## src/rtl/atm_pin_entry_ctrl_if.sv

```systemverilog
// atm_pin_entry_ctrl_if: card/keypad inputs and session outputs of the PIN-entry controller
interface atm_pin_entry_ctrl_if #(parameter int P_WIDTH = 16);
    localparam int DIGITS = P_WIDTH / 4;
    localparam int CW = $clog2(DIGITS + 1);
    logic               card_in;
    logic               pass_en;
    logic [P_WIDTH-1:0] password;
    logic [9:0]         digit_buttons;
    logic               enter_button;
    logic               cancel_button;
    logic               correct_button;
    logic               time_out;
    logic [P_WIDTH-1:0] in_password;
    logic [CW-1:0]      digit_count;
    logic               pin_ok;
    logic               wrong_password;
    logic               card_retain;
    logic               card_out;
    logic               start_timer;
    logic               restart_timer;
    modport master (
        output card_in, pass_en, password, digit_buttons, enter_button, cancel_button,
               correct_button, time_out,
        input  in_password, digit_count, pin_ok, wrong_password, card_retain, card_out,
               start_timer, restart_timer
    );
    modport slave (
        input  card_in, pass_en, password, digit_buttons, enter_button, cancel_button,
               correct_button, time_out,
        output in_password, digit_count, pin_ok, wrong_password, card_retain, card_out,
               start_timer, restart_timer
    );
endinterface

```

## src/rtl/atm_pin_entry_ctrl.sv

```systemverilog
// atm_pin_entry_ctrl: PIN entry, check and retry/retain sequencing; ATM_PIN_LOCK_EN enables attempt limit and card retention
module atm_pin_entry_ctrl #(
    parameter int P_WIDTH = 16
`ifdef ATM_PIN_LOCK_EN
    , parameter int MAX_TRIES = 3
`endif
) (
    input logic clk,
    input logic rst,
    atm_pin_entry_ctrl_if.slave bus
);
    localparam int DIGITS = P_WIDTH / 4;
    localparam int CW = $clog2(DIGITS + 1);

    typedef enum logic [2:0] {IDLE, WAIT_PASS, ENTRY, CHECK, WRONG, OK, LOCKED, EJECT} state_t;

    state_t             state;
    logic [P_WIDTH-1:0] stored;
    logic [P_WIDTH-1:0] entry;
    logic [CW-1:0]      count;
    logic [9:0]         digit_q;
    logic               enter_q;
    logic               cancel_q;
    logic               correct_q;
    logic               pin_ok;
    logic               wrong_password;
    logic               card_out;
    logic               start_timer;
    logic               restart_timer;
    logic [9:0]         digit_rise;
    logic               digit_hit;
    logic [3:0]         digit_val;
    logic               enter_e;
    logic               cancel_e;
    logic               correct_e;
    logic               full;
    logic               empty;
`ifdef ATM_PIN_LOCK_EN
    logic [2:0]         attempts;
    logic [2:0]         attempts_nxt;
    logic               card_retain;
    assign attempts_nxt = (attempts == 3'd7) ? 3'd7 : attempts + 3'd1;
    assign bus.card_retain = card_retain;
`else
    assign bus.card_retain = 1'b0;
`endif

    assign digit_rise = bus.digit_buttons & ~digit_q;
    assign digit_hit  = (digit_rise != '0) && ((digit_rise & (digit_rise - 10'd1)) == '0);
    assign enter_e    = bus.enter_button & ~enter_q;
    assign cancel_e   = bus.cancel_button & ~cancel_q;
    assign correct_e  = bus.correct_button & ~correct_q;
    assign full       = count == CW'(DIGITS);
    assign empty      = count == '0;

    assign bus.in_password    = entry;
    assign bus.digit_count    = count;
    assign bus.pin_ok         = pin_ok;
    assign bus.wrong_password = wrong_password;
    assign bus.card_out       = card_out;
    assign bus.start_timer    = start_timer;
    assign bus.restart_timer  = restart_timer;

    // Encode the single rising keypad bit into its BCD digit value
    always_comb begin
        digit_val = '0;
        for (int i = 0; i < 10; i++)
            if (digit_rise[i]) digit_val = 4'(i);
    end

    // Session state machine with key-edge history and registered outputs
    always_ff @(posedge clk or negedge rst) begin
        if (!rst) begin
            state          <= IDLE;
            stored         <= '0;
            entry          <= '0;
            count          <= '0;
            digit_q        <= '0;
            enter_q        <= 1'b0;
            cancel_q       <= 1'b0;
            correct_q      <= 1'b0;
            pin_ok         <= 1'b0;
            wrong_password <= 1'b0;
            card_out       <= 1'b0;
            start_timer    <= 1'b0;
            restart_timer  <= 1'b0;
`ifdef ATM_PIN_LOCK_EN
            attempts       <= '0;
            card_retain    <= 1'b0;
`endif
        end else begin
            digit_q        <= bus.digit_buttons;
            enter_q        <= bus.enter_button;
            cancel_q       <= bus.cancel_button;
            correct_q      <= bus.correct_button;
            wrong_password <= 1'b0;
            restart_timer  <= 1'b0;
            if (!bus.card_in) begin
                state       <= IDLE;
                entry       <= '0;
                count       <= '0;
                pin_ok      <= 1'b0;
                card_out    <= 1'b0;
                start_timer <= 1'b0;
`ifdef ATM_PIN_LOCK_EN
                attempts    <= '0;
                card_retain <= 1'b0;
`endif
            end else begin
                case (state)
                    IDLE: state <= WAIT_PASS;
                    WAIT_PASS: if (bus.pass_en) begin
                        stored        <= bus.password;
                        state         <= ENTRY;
                        start_timer   <= 1'b1;
                        restart_timer <= 1'b1;
                    end
                    ENTRY: if (bus.time_out || cancel_e) begin
                        state       <= EJECT;
                        card_out    <= 1'b1;
                        start_timer <= 1'b0;
                        entry       <= '0;
                        count       <= '0;
                    end else if (enter_e) begin
                        if (full) state <= CHECK;
                    end else if (correct_e) begin
                        if (!empty) begin
                            entry         <= entry >> 4;
                            count         <= count - CW'(1);
                            restart_timer <= 1'b1;
                        end
                    end else if (digit_hit && !full) begin
                        entry         <= {entry[P_WIDTH-5:0], digit_val};
                        count         <= count + CW'(1);
                        restart_timer <= 1'b1;
                    end
                    CHECK: if (entry == stored) begin
                        state       <= OK;
                        pin_ok      <= 1'b1;
                        start_timer <= 1'b0;
`ifdef ATM_PIN_LOCK_EN
                        attempts    <= '0;
`endif
                    end else begin
                        wrong_password <= 1'b1;
`ifdef ATM_PIN_LOCK_EN
                        attempts <= attempts_nxt;
                        if (attempts_nxt == 3'(MAX_TRIES)) begin
                            state       <= LOCKED;
                            card_retain <= 1'b1;
                            start_timer <= 1'b0;
                        end else begin
                            state <= WRONG;
                        end
`else
                        state <= WRONG;
`endif
                    end
                    WRONG: begin
                        entry         <= '0;
                        count         <= '0;
                        restart_timer <= 1'b1;
                        state         <= ENTRY;
                    end
                    OK: if (cancel_e) begin
                        state    <= EJECT;
                        pin_ok   <= 1'b0;
                        card_out <= 1'b1;
                        entry    <= '0;
                        count    <= '0;
                    end
                    default: ;
                endcase
            end
        end
    end
endmodule

```

## src/flat_wrapper.sv

```systemverilog
// flat-port wrapper written by rule: the top's interface ports become plain ports
module atm_pin_entry_ctrl_flat 
#(
    parameter int P_WIDTH = 16

)
  (clk, rst, bus_card_in, bus_pass_en, bus_password, bus_digit_buttons, bus_enter_button, bus_cancel_button, bus_correct_button, bus_time_out, bus_in_password, bus_digit_count, bus_pin_ok, bus_wrong_password, bus_card_retain, bus_card_out, bus_start_timer, bus_restart_timer);
  atm_pin_entry_ctrl_if #(.P_WIDTH(P_WIDTH)) bus_i ();
  input logic clk;
  input logic rst;
  input wire logic [$bits(bus_i.card_in)-1:0] bus_card_in;
  input wire logic [$bits(bus_i.pass_en)-1:0] bus_pass_en;
  input wire logic [$bits(bus_i.password)-1:0] bus_password;
  input wire logic [$bits(bus_i.digit_buttons)-1:0] bus_digit_buttons;
  input wire logic [$bits(bus_i.enter_button)-1:0] bus_enter_button;
  input wire logic [$bits(bus_i.cancel_button)-1:0] bus_cancel_button;
  input wire logic [$bits(bus_i.correct_button)-1:0] bus_correct_button;
  input wire logic [$bits(bus_i.time_out)-1:0] bus_time_out;
  output wire logic [$bits(bus_i.in_password)-1:0] bus_in_password;
  output wire logic [$bits(bus_i.digit_count)-1:0] bus_digit_count;
  output wire logic [$bits(bus_i.pin_ok)-1:0] bus_pin_ok;
  output wire logic [$bits(bus_i.wrong_password)-1:0] bus_wrong_password;
  output wire logic [$bits(bus_i.card_retain)-1:0] bus_card_retain;
  output wire logic [$bits(bus_i.card_out)-1:0] bus_card_out;
  output wire logic [$bits(bus_i.start_timer)-1:0] bus_start_timer;
  output wire logic [$bits(bus_i.restart_timer)-1:0] bus_restart_timer;
  assign bus_i.card_in = bus_card_in;
  assign bus_i.pass_en = bus_pass_en;
  assign bus_i.password = bus_password;
  assign bus_i.digit_buttons = bus_digit_buttons;
  assign bus_i.enter_button = bus_enter_button;
  assign bus_i.cancel_button = bus_cancel_button;
  assign bus_i.correct_button = bus_correct_button;
  assign bus_i.time_out = bus_time_out;
  assign bus_in_password = bus_i.in_password;
  assign bus_digit_count = bus_i.digit_count;
  assign bus_pin_ok = bus_i.pin_ok;
  assign bus_wrong_password = bus_i.wrong_password;
  assign bus_card_retain = bus_i.card_retain;
  assign bus_card_out = bus_i.card_out;
  assign bus_start_timer = bus_i.start_timer;
  assign bus_restart_timer = bus_i.restart_timer;
  atm_pin_entry_ctrl #(.P_WIDTH(P_WIDTH)) u_core (.clk(clk), .rst(rst), .bus(bus_i));
endmodule
```

## config.mk

```make
export PLATFORM = sky130hd
export DESIGN_NAME = atm_pin_entry_ctrl_flat
export DESIGN_NICKNAME = d
export VERILOG_FILES = /design/src/rtl/atm_pin_entry_ctrl_if.sv /design/src/rtl/atm_pin_entry_ctrl.sv /design/src/flat_wrapper.sv
export SDC_FILE = /design/constraint.sdc
export NUM_CORES = 1
export LEC_CHECK = 0
export CAP_MARGIN = 20
export CORE_MARGIN = 2
export CORE_UTILIZATION = 35
export CTS_BUF_LIST = sky130_fd_sc_hd__clkbuf_4
export CTS_CLUSTER_SIZE = 30
export DETAILED_ROUTE_END_ITERATION = 8
export PLACE_DENSITY = 0.6
export SLEW_MARGIN = 15
export SYNTH_ARGS = -nofsm -noshare
export SYNTH_HDL_FRONTEND = slang
export SYNTH_SLANG_ARGS = --single-unit
export TNS_END_PERCENT = 5
```

## constraint.sdc

```tcl
create_clock -name clk -period 4.2 [get_ports clk]
set_clock_uncertainty 0.05 [all_clocks]
set_input_delay 0.63 -clock clk [delete_from_list [all_inputs] [get_ports clk]]
set_output_delay 0.63 -clock clk [all_outputs]
set_load 0.01 [all_outputs]
```

==> impl_metrics.tcl, run 1 <==
set metrics [dict create \
    hold_viol 0 \
    cts_root_buffer "clkbuf_4" \
    hold_class "in -> async" \
    grt_max_degree 57 \
    cts_setup_buffers 0 \
    cts.clk_slew.worst_paths_ps 170 \
    grt_pass1_wl_um 10900 \
    status "completed" \
    cpMaxStageDelayCell "nand3_1" \
    synth_edf_count 0 \
    htreeDepth 2 \
    drc 0 \
    setup_tns_ps 0 \
    multi_input_area_mm2 0.00146 \
    clock_path_buffers 2 \
    vias 2132 \
    rsz0062_at_grt "no" \
    cp_max_fo 13 \
    powerDensity_mw_per_mm2 363 \
    nets 341 \
    worstPathCellList "clkdlybuf4s50_1, nand2b_1, inv_1, a21oi_1, and2_2, nand2_1, inv_2, nand3_1, o22ai_1" \
    ant_nets 0 \
    seq_area_frac_synth_pct 47.7 \
    ctsResizeCount 0 \
    postLayoutSetupSlackWorst_ps 1510 \
    yosys_most_used_dff "dfrtp_1" \
    required_ps 4460 \
    ys_types 56 \
    fin_crit_ps 2690 \
    wl_per_cell_um 16.0 \
    synth_seq_cells 56 \
    clock_sinks 56 \
    peakVddDrop_mv 0.160 \
    finalSetupViolCount 0 \
    grt-ovfl-total 0 \
    first_iter_violations 83 \
    cp.arrival_ps 2950 \
    syn_area_mm2 0.00294 \
    drv_slew 0 \
    cts_tree "built" \
    synth_cells 249 \
    avgSynthCellArea_um2 11.8 \
    initial_utilization_pct 35.9 \
    worst_pin_slew_ps 729 \
    pre_cts_slack_ps 1060 \
    syn_to_final_growth_pct 24.2 \
    slew-limit-headroom_pct 51.3 \
    core-area_mm2 0.00818 \
    cts_buffers 5 \
    synth_warnings 0 \
    utilization_pct 44.6 \
    antenna_found_initial 0 \
    numPlacedInstances 404 \
    crit_path_start_kind "input pin" \
    fillers 795 \
    crit_type "in -> reg" \
    fp.dieW_um 95.6 \
    async_flop_share_pct 100 \
    synth.net_count 284 \
    dr.pass1.iters 4 \
    max_freq_mhz 372 \
    hpwl_um 4770 \
    r2r_end "u_core.bus.digit_count[0]" \
    startpoint "bus_correct_button" \
    gp_congestion 0.835 \
    drive_gt1_share_pct 20.2 \
    r2r_cells 7 \
    diodes 0 \
    ios 59 \
    fp.dieArea_mm2 0.00914 \
    drv_cap 0 \
    slowest_delay_ps 500 \
    rows 33 \
    die_h_um 95.6 \
    fin_crit_sh_pct 64.1 \
    clock_latency_ps 400 \
    postCtsHoldBufs 0 \
    r2r-start "u_core.state[1]" \
    viasPerCell 5.17 \
    end_kind "flip-flop" \
    rrSetupSlack_ps 1730 \
    track_usage_pct 15.4 \
    portBuffers 57 \
    wirelength_um 6580 \
    grt_pass1_vias 2228 \
    seqCellArea_mm2 0.00140 \
    p_leak_nw 1.51 \
    fin_cells 412 \
]
[cells in the mapped netlist, types with 2 or more instances]
library cell  number  area [µm²]
mux2i_1            8        80.1
nand3_1            6        30.0
nand4_1            4        25.0
and2b_1            2        15.0
mux2_2            16         180
a31oi_1            2        12.5
a32o_2             4        45.0
nor2b_1            5        31.3
nand2_1           16        60.1
a21oi_1            9        45.0
a21boi_0           2        15.0
dfrtp_1           56        1400
nor3b_1            2        15.0
o21ai_0            9        45.0
o22ai_1            3        18.8
clkbuf_1           3        11.3
o2bb2ai_2         10         150
nor3_1             5        25.0
o2bb2ai_1          3        26.3
inv_1              3        11.3
xnor2_1           17         149
and2_1             2        12.5
buf_4              2        15.0
buf_2              4        20.0
nor2_1            13        48.8
nand2b_1           4        25.0
nor4_1             2        12.5
nand2b_4           9         124
[cell families after synthesis]
kind of cell	share of synthesized area [%]
buf+inv	2.77
simple gates	17.6
mux	9.37
fa+ha+maj	0.681
xor+xnor	5.07
other cells	0.128
compound gates	16.7
flops	47.7
[worst max path at each step]
stage / to / slack (ps) / cells past startpoint
after floorplan: u_core.bus.digit_count[2] / 2050 / 7
after global placement: u_core.bus.digit_count[0] / 1190 / 9
after detailed placement: u_core.bus.digit_count[0] / 1060 / 9
after CTS: u_core.bus.digit_count[0] / 1490 / 9
after global routing: u_core.bus.digit_count[0] / 1240 / 9
final: u_core.bus.digit_count[0] / 1510 / 9
[metrics by stage]
| step | area, µm² | hold slack, ps | total power, mW |
|---|---|---|---|
| after global placement | 3590 | 448 | 1.08 |
| after global routing | 3650 | 326 | 1.42 |
| final | 3650 | 269 | 1.32 |
| after floorplan | 2940 | 284 | 0.980 |
| after CTS | 3650 | 306 | 1.35 |
| after detailed placement | 3590 | 463 | 1.09 |
[critical path: cells and delay by family]
kind | cells | cell delay, ps
buf+inv | 3 | 620
compound gates | 2 | 540
simple gates | 4 | 1150
[state kept, by name (all words and copies together) (netlist names)]
name                       cells
u_core.bus.wrong_password      1
u_core.bus.restart_timer       1
u_core.correct_q               1
u_core.stored                 16
u_core.digit_q                10
u_core.bus.pin_ok              1
u_core.bus.start_timer         1
u_core.bus.card_out            1
u_core.state                   3
u_core.enter_q                 1
u_core.bus.digit_count         3
u_core.bus.in_password        16
u_core.cancel_q                1
[cell usage in the layout, fill, tap and decap left out, types with 4 or more instances in the layout]
cell type,n
clkdlybuf4s50_1,56
dfrtp_1,56
xnor2_1,17
nand2_1,16
mux2_2,16
nor2_1,13
o2bb2ai_2,10
a21oi_1,9
nand2b_4,9
o21ai_0,9
mux2i_1,8
nand3_1,6
nor2b_1,5
nor3_1,5
clkbuf_4,5
nand2b_1,4
nand4_1,4
a32o_2,4
[layout make-up]
class / count / share of cell area [%]
clock buffers: 5 / 1.03
inverters: 4 / 0.411
flip-flops and latches: 56 / 38.4
multi-input cells: 179 / 39.9
clock inverters: 3 / 0.583
well taps: 105 / 3.60
repair buffers: 60 / 16.1
[power by group]
group          total (mW)  internal [mW]  switching (mW)
Combinational       0.366          0.206           0.159
Clock               0.249         0.0667           0.182
Sequential          0.710          0.634          0.0764
[routing by layer]
layer  vias up  GRT usage, %  part of all wire, %  wire [µm]
met5         -             0                    0          0
met4         0          4.17                  1.3         83
met3        12          3.16                  4.7        306
met2        50          24.0                   46       3020
met1      1052          21.8                   48       3170
li1       1018             -                    -          -
(Power assumes the default switching activity.)
==> run 2, diff against run 1 <==
- clock period: 4.2 -> 2.64 ns (I/O delays scaled with it)
==> run 2 against run 1 <==
Against the previous run:
- worst hold slack lost 250 ps
- routed wire length is essentially flat
- first-iteration DRC count grew 16%
- clock power grew 84%
- die area is the same
- critical path depth shrank 1
- via count grew 1.1%
- register-to-register slack lost 1100 ps
- setup slack lost 920 ps
- global-route usage grew 0.36 points
- sequential share of layout area shrank 0.81 points
- critical path type unchanged
==> impl_metrics.tcl, run 2 (synthesis results as in run 1) <==
set metrics [dict create \
    status "completed" \
    htreeDepth 2 \
    drive_gt1_share_pct 20.8 \
    postCtsHoldBufs 0 \
    cpMaxStageDelayCell "clkdlybuf4s50_1" \
    cp_max_fo 5 \
    hold_viol 0 \
    wl_per_cell_um 15.8 \
    fin_cells 417 \
    grt-busiest-layer "met2" \
    ctsResizeCount 0 \
    initial_utilization_pct 35.9 \
    fin_crit_sh_pct 77.9 \
    portBuffers 57 \
    fp.dieArea_mm2 0.00914 \
    met3_usage_pct 4.19 \
    rrSetupSlack_ps 600 \
    p_leak_nw 1.55 \
    worst_pin_slew_ps 740 \
    die_h_um 95.6 \
    crit_type "in -> reg" \
    max_freq_mhz 486 \
    cp-endpoint "u_core.bus.in_password[14]" \
    vias 2156 \
    nets 346 \
    core-area_mm2 0.00818 \
    end_kind "flip-flop" \
    ios 59 \
    drv_slew 0 \
    dr.pass1.iters 4 \
    gp_congestion 0.804 \
    grtUsageMet1_pct 21.7 \
    multi_input_area_mm2 0.00146 \
    worstPathCellList "clkdlybuf4s50_1, nand2b_4, nand4_2, nor2_2, mux2_4, a21o_4, and3_4, a32o_2" \
    clock_latency_ps 370 \
    slowest_delay_ps 470 \
    p_total_mw 2.18 \
    grt_pass1_wl_um 11100 \
    grt_max_degree 34 \
    met2_usage_pct 24.1 \
    rsz0062_at_grt "no" \
    numPlacedInstances 409 \
    hpwl_um 4900 \
    cts_tree "built" \
    cts.clk_slew.worst_paths_ps 150 \
    startpoint "bus_digit_buttons[4]" \
    ant_nets 0 \
    diodes 0 \
    grt-ovfl-total 0 \
    syn_to_final_growth_pct 26.9 \
    hold_class "in -> async" \
    fin_crit_ps 2060 \
    wirelength_um 6570 \
    grt_pass1_vias 2199 \
    required_ps 2860 \
    layout_common_cells "clkdlybuf4s50_1 (56), dfrtp_1 (56), xnor2_1 (17)" \
    clock_sinks 56 \
    cts_setup_buffers 0 \
    r2r-start "u_core.state[1]" \
    setup_tns_ps 0 \
    fp.dieW_um 95.6 \
    rows 33 \
    powerDensity_mw_per_mm2 586 \
    antenna_found_initial 0 \
    cts_buffers 5 \
    drc 0 \
    viasPerCell 5.17 \
    cp.arrival_ps 2280 \
    fillers 784 \
    track_usage_pct 15.8 \
    r2r_cells 8 \
    peakVddDrop_mv 0.346 \
    cts_root_buffer "clkbuf_4" \
    finalSetupViolCount 0 \
    slew-limit-headroom_pct 50.7 \
    seqCellArea_mm2 0.00140 \
    drv_cap 0 \
    first_iter_violations 96 \
    clock_path_buffers 2 \
    crit_path_start_kind "input pin" \
    r2r_end "u_core.bus.in_password[3]" \
]
-- run 2: cell count changes in the layout (fill, tap and decap cells not counted) --
cell and delta:
bufinv_16 +1, inv_6 -1, buf_4 +3, clkinv_1 +2
buf_12 +2, clkinv_2 -1, clkinvlp_4 -1
-- run 2: per-stage QoR --
step,setup slack (ps),area [µm²],util (%),hold WS [ps]
after floorplan,725,2940,-,50.4
after global placement,216,3650,44.7,449
after detailed placement,173,3650,44.7,448
after CTS,583,3730,45.6,26.1
after global routing,397,3730,45.6,38.9
final,584,3730,45.6,15.1
-- run 2: cell type report --
class                      instances  share of cell area [%]
multi-input combinational        179                    39.0
sequential                        56                    37.6
timing repair buffer              65                    17.4
tap                              105                    3.52
clock buffer                       5                    1.01
clock inverter                     3                    1.01
inverter                           4                   0.403
-- run 2: worst min-delay path by stage --
| stage | to | slack, ps | cells after the start | start |
|---|---|---|---|---|
| after floorplan | u_core.bus.card_out | 50 | 0 | rst |
| after global placement | u_core.stored[15] | 450 | 1 | rst |
| after detailed placement | u_core.bus.card_out | 450 | 1 | u_core.bus.card_out |
| after CTS | u_core.stored[15] | 30 | 1 | rst |
| after global routing | u_core.stored[15] | 40 | 1 | rst |
| final | u_core.stored[15] | 20 | 1 | rst |
-- run 2: layer usage --
metal,up-vias,share of wire (%)
met5,-,0
met2,70,46
met3,6,5.7
li1,1026,-
met4,0,1.3
met1,1054,47
-- run 2: report_power, final --
group          internal, mW  switching [mW]
Clock                 0.194           0.263
Sequential             1.01           0.120
Combinational         0.343           0.254
-- run 2: critical path, delay by kind of cell --
family | cells | cell delay (ps)
AO/OA/AOI/OAI | 2 | 490
buffers and inverters | 1 | 470
multiplexers | 1 | 320
AND/OR/NAND/NOR | 4 | 600
==> run 3, diff against run 2 <==
- clock period: 2.64 -> 2.1 ns (I/O delays scaled with it)
==> run 3 against run 2 <==
Against the previous run:
- combinational power is 37% higher
- critical path depth stayed put
- critical path type is now reg -> reg
- routed wire length is 5.9% higher
- via count is 6.0% higher
- non-clock buffer count is 35 higher
- global-route usage is 0.85 points higher
- sequential power is 26% higher
- power is 25% higher
==> impl_metrics.tcl, run 3 (synthesis results as in run 1) <==
set metrics [dict create \
    finalSetupViolCount 0 \
    hpwl_um 5250 \
    ant_nets 0 \
    p_comb_share_pct 30.1 \
    grt-ovfl-total 0 \
    dr.pass1.iters 4 \
    vias 2286 \
    fillers 740 \
    hold_class "in -> async" \
    cts_buffers 5 \
    wirelength_um 6960 \
    cts_root_buffer "clkbuf_4" \
    postLayoutSetupSlackWorst_ps 165 \
    grt_max_degree 41 \
    htreeDepth 2 \
    wl_per_cell_um 15.4 \
    powerDensity_mw_per_mm2 680 \
    p_total_mw 2.72 \
    pre_cts_slack_ps -267 \
    antenna_found_initial 0 \
    drv_slew 0 \
    syn_to_final_growth_pct 36.2 \
    grt_pass1_vias 2316 \
    rsz0062_at_grt "no" \
    viasPerCell 5.06 \
    required_ps 2380 \
    cp_max_fo 17 \
    cts_tree "built" \
    layout_common_cells "clkdlybuf4s50_1 (56), dfrtp_1 (56), buf_4 (38)" \
    cp.arrival_ps 2210 \
    core-area_mm2 0.00818 \
    cts.clk_slew.worst_paths_ps 160 \
    diodes 0 \
    setup_tns_ps 0 \
    ios 59 \
    p_leak_nw 1.73 \
    crit_type "reg -> reg" \
    grt_pass1_wl_um 11700 \
    clock_latency_ps 390 \
    pwr-share-seq_pct 52.3 \
    fin_crit_ps 1940 \
    clock_path_buffers 2 \
    gp_congestion 0.839 \
    initial_utilization_pct 35.9 \
    rows 33 \
    nets 381 \
    ctsResizeCount 0 \
    p_sw_share_pct 31.1 \
    fin_crit_sh_pct 92.2 \
    p_clk_share_pct 17.6 \
    postCtsHoldBufs 1 \
    cts_setup_buffers 0 \
    die_h_um 95.6 \
    first_iter_violations 118 \
    hold_viol 0 \
    crit_path_start_kind "flip-flop" \
    drc 0 \
    fp.dieW_um 95.6 \
    drv_cap 0 \
    max_freq_mhz 517 \
    end_kind "flip-flop" \
    p_sw_mw 0.848 \
    status "completed" \
    drive_gt1_share_pct 28.8 \
    fp.dieArea_mm2 0.00914 \
    track_usage_pct 16.6 \
    portBuffers 57 \
    internal_power_mw 1.87 \
    peakVddDrop_mv 0.368 \
    clock_sinks 56 \
]
run 3: changes by cell type in the layout (fill, tap and decap cells not counted), sizes merged:
| cell | previous run | this run |
|---|---|---|
| buf | 9 | 43 |
| clkinvlp | 0 | 2 |
| bufinv | 1 | 0 |
| clkinv | 2 | 1 |
| dlygate4sd3 | 0 | 1 |
run 3: final cells by class:
| class | instances | area (µm²) | area share, % |
|---|---|---|---|
| Multi-Input combinational cell | 179 | 1460 | 36.4 |
| Sequential cell | 56 | 1400 | 35.0 |
| Timing Repair Buffer | 100 | 941 | 23.5 |
| Tap cell | 105 | 131 | 3.28 |
| Clock buffer | 5 | 37.5 | 0.938 |
| Clock inverter | 3 | 18.8 | 0.469 |
| Inverter | 4 | 15.0 | 0.375 |
run 3: metal layers:
| metal | global-route usage (%) | vias up | part of all wire (%) |
|---|---|---|---|
| met1 | 23.3 | 1106 | 48 |
| met3 | 3.40 | 11 | 4.8 |
| li1 | - | 1098 | - |
| met4 | 4.52 | 0 | 1.2 |
| met5 | 0 | - | 0 |
| met2 | 26.0 | 71 | 46 |
run 3: critical path: stages, from the launching register on:
cell	delay [ps]
dfrtp_1	380
nand2b_4	160
nand4_2	130
nor2_2	120
mux2_4	310
a21o_4	240
a21oi_4	170
buf_12	180
a22o_1	150
run 3: through the flow:
step | util (%) | instances | area [µm²] | hold slack (ps)
after floorplan | - | 249 | 2940 | -30.6
after global placement | 48.1 | 443 | 3930 | 217
after detailed placement | 48.1 | 443 | 3930 | 222
after CTS | 48.9 | 452 | 4000 | 300
after global routing | 48.9 | 452 | 4000 | 310
final | 48.9 | 452 | 4000 | 305
run 3: power groups by stage:
| stage | combinational [mW] | sequential [mW] | clock (mW) |
|---|---|---|---|
| after detailed placement | 0.819 | 1.45 | 0 |
| after CTS | 0.825 | 1.43 | 0.510 |
| final | 0.819 | 1.42 | 0.480 |
| after global routing | 0.903 | 1.45 | 0.549 |
| after floorplan | 0.569 | 1.39 | 0 |
| after global placement | 0.812 | 1.44 | 0 |
run 3: worst paths after layout:
path	start	to	slack (ps)	cells past startpoint
worst max-delay path	u_core.digit_q[4]	u_core.bus.digit_count[1]	160	8
worst min-delay path	rst	u_core.stored[15]	310	2
worst max register to register	u_core.digit_q[4]	u_core.bus.digit_count[1]	160	8
worst min register to register	u_core.bus.card_out	u_core.bus.card_out	500	1
max in group asynchronous	rst	u_core.correct_q	1130	3
min in group clk	bus_digit_buttons[9]	u_core.digit_q[9]	330	1
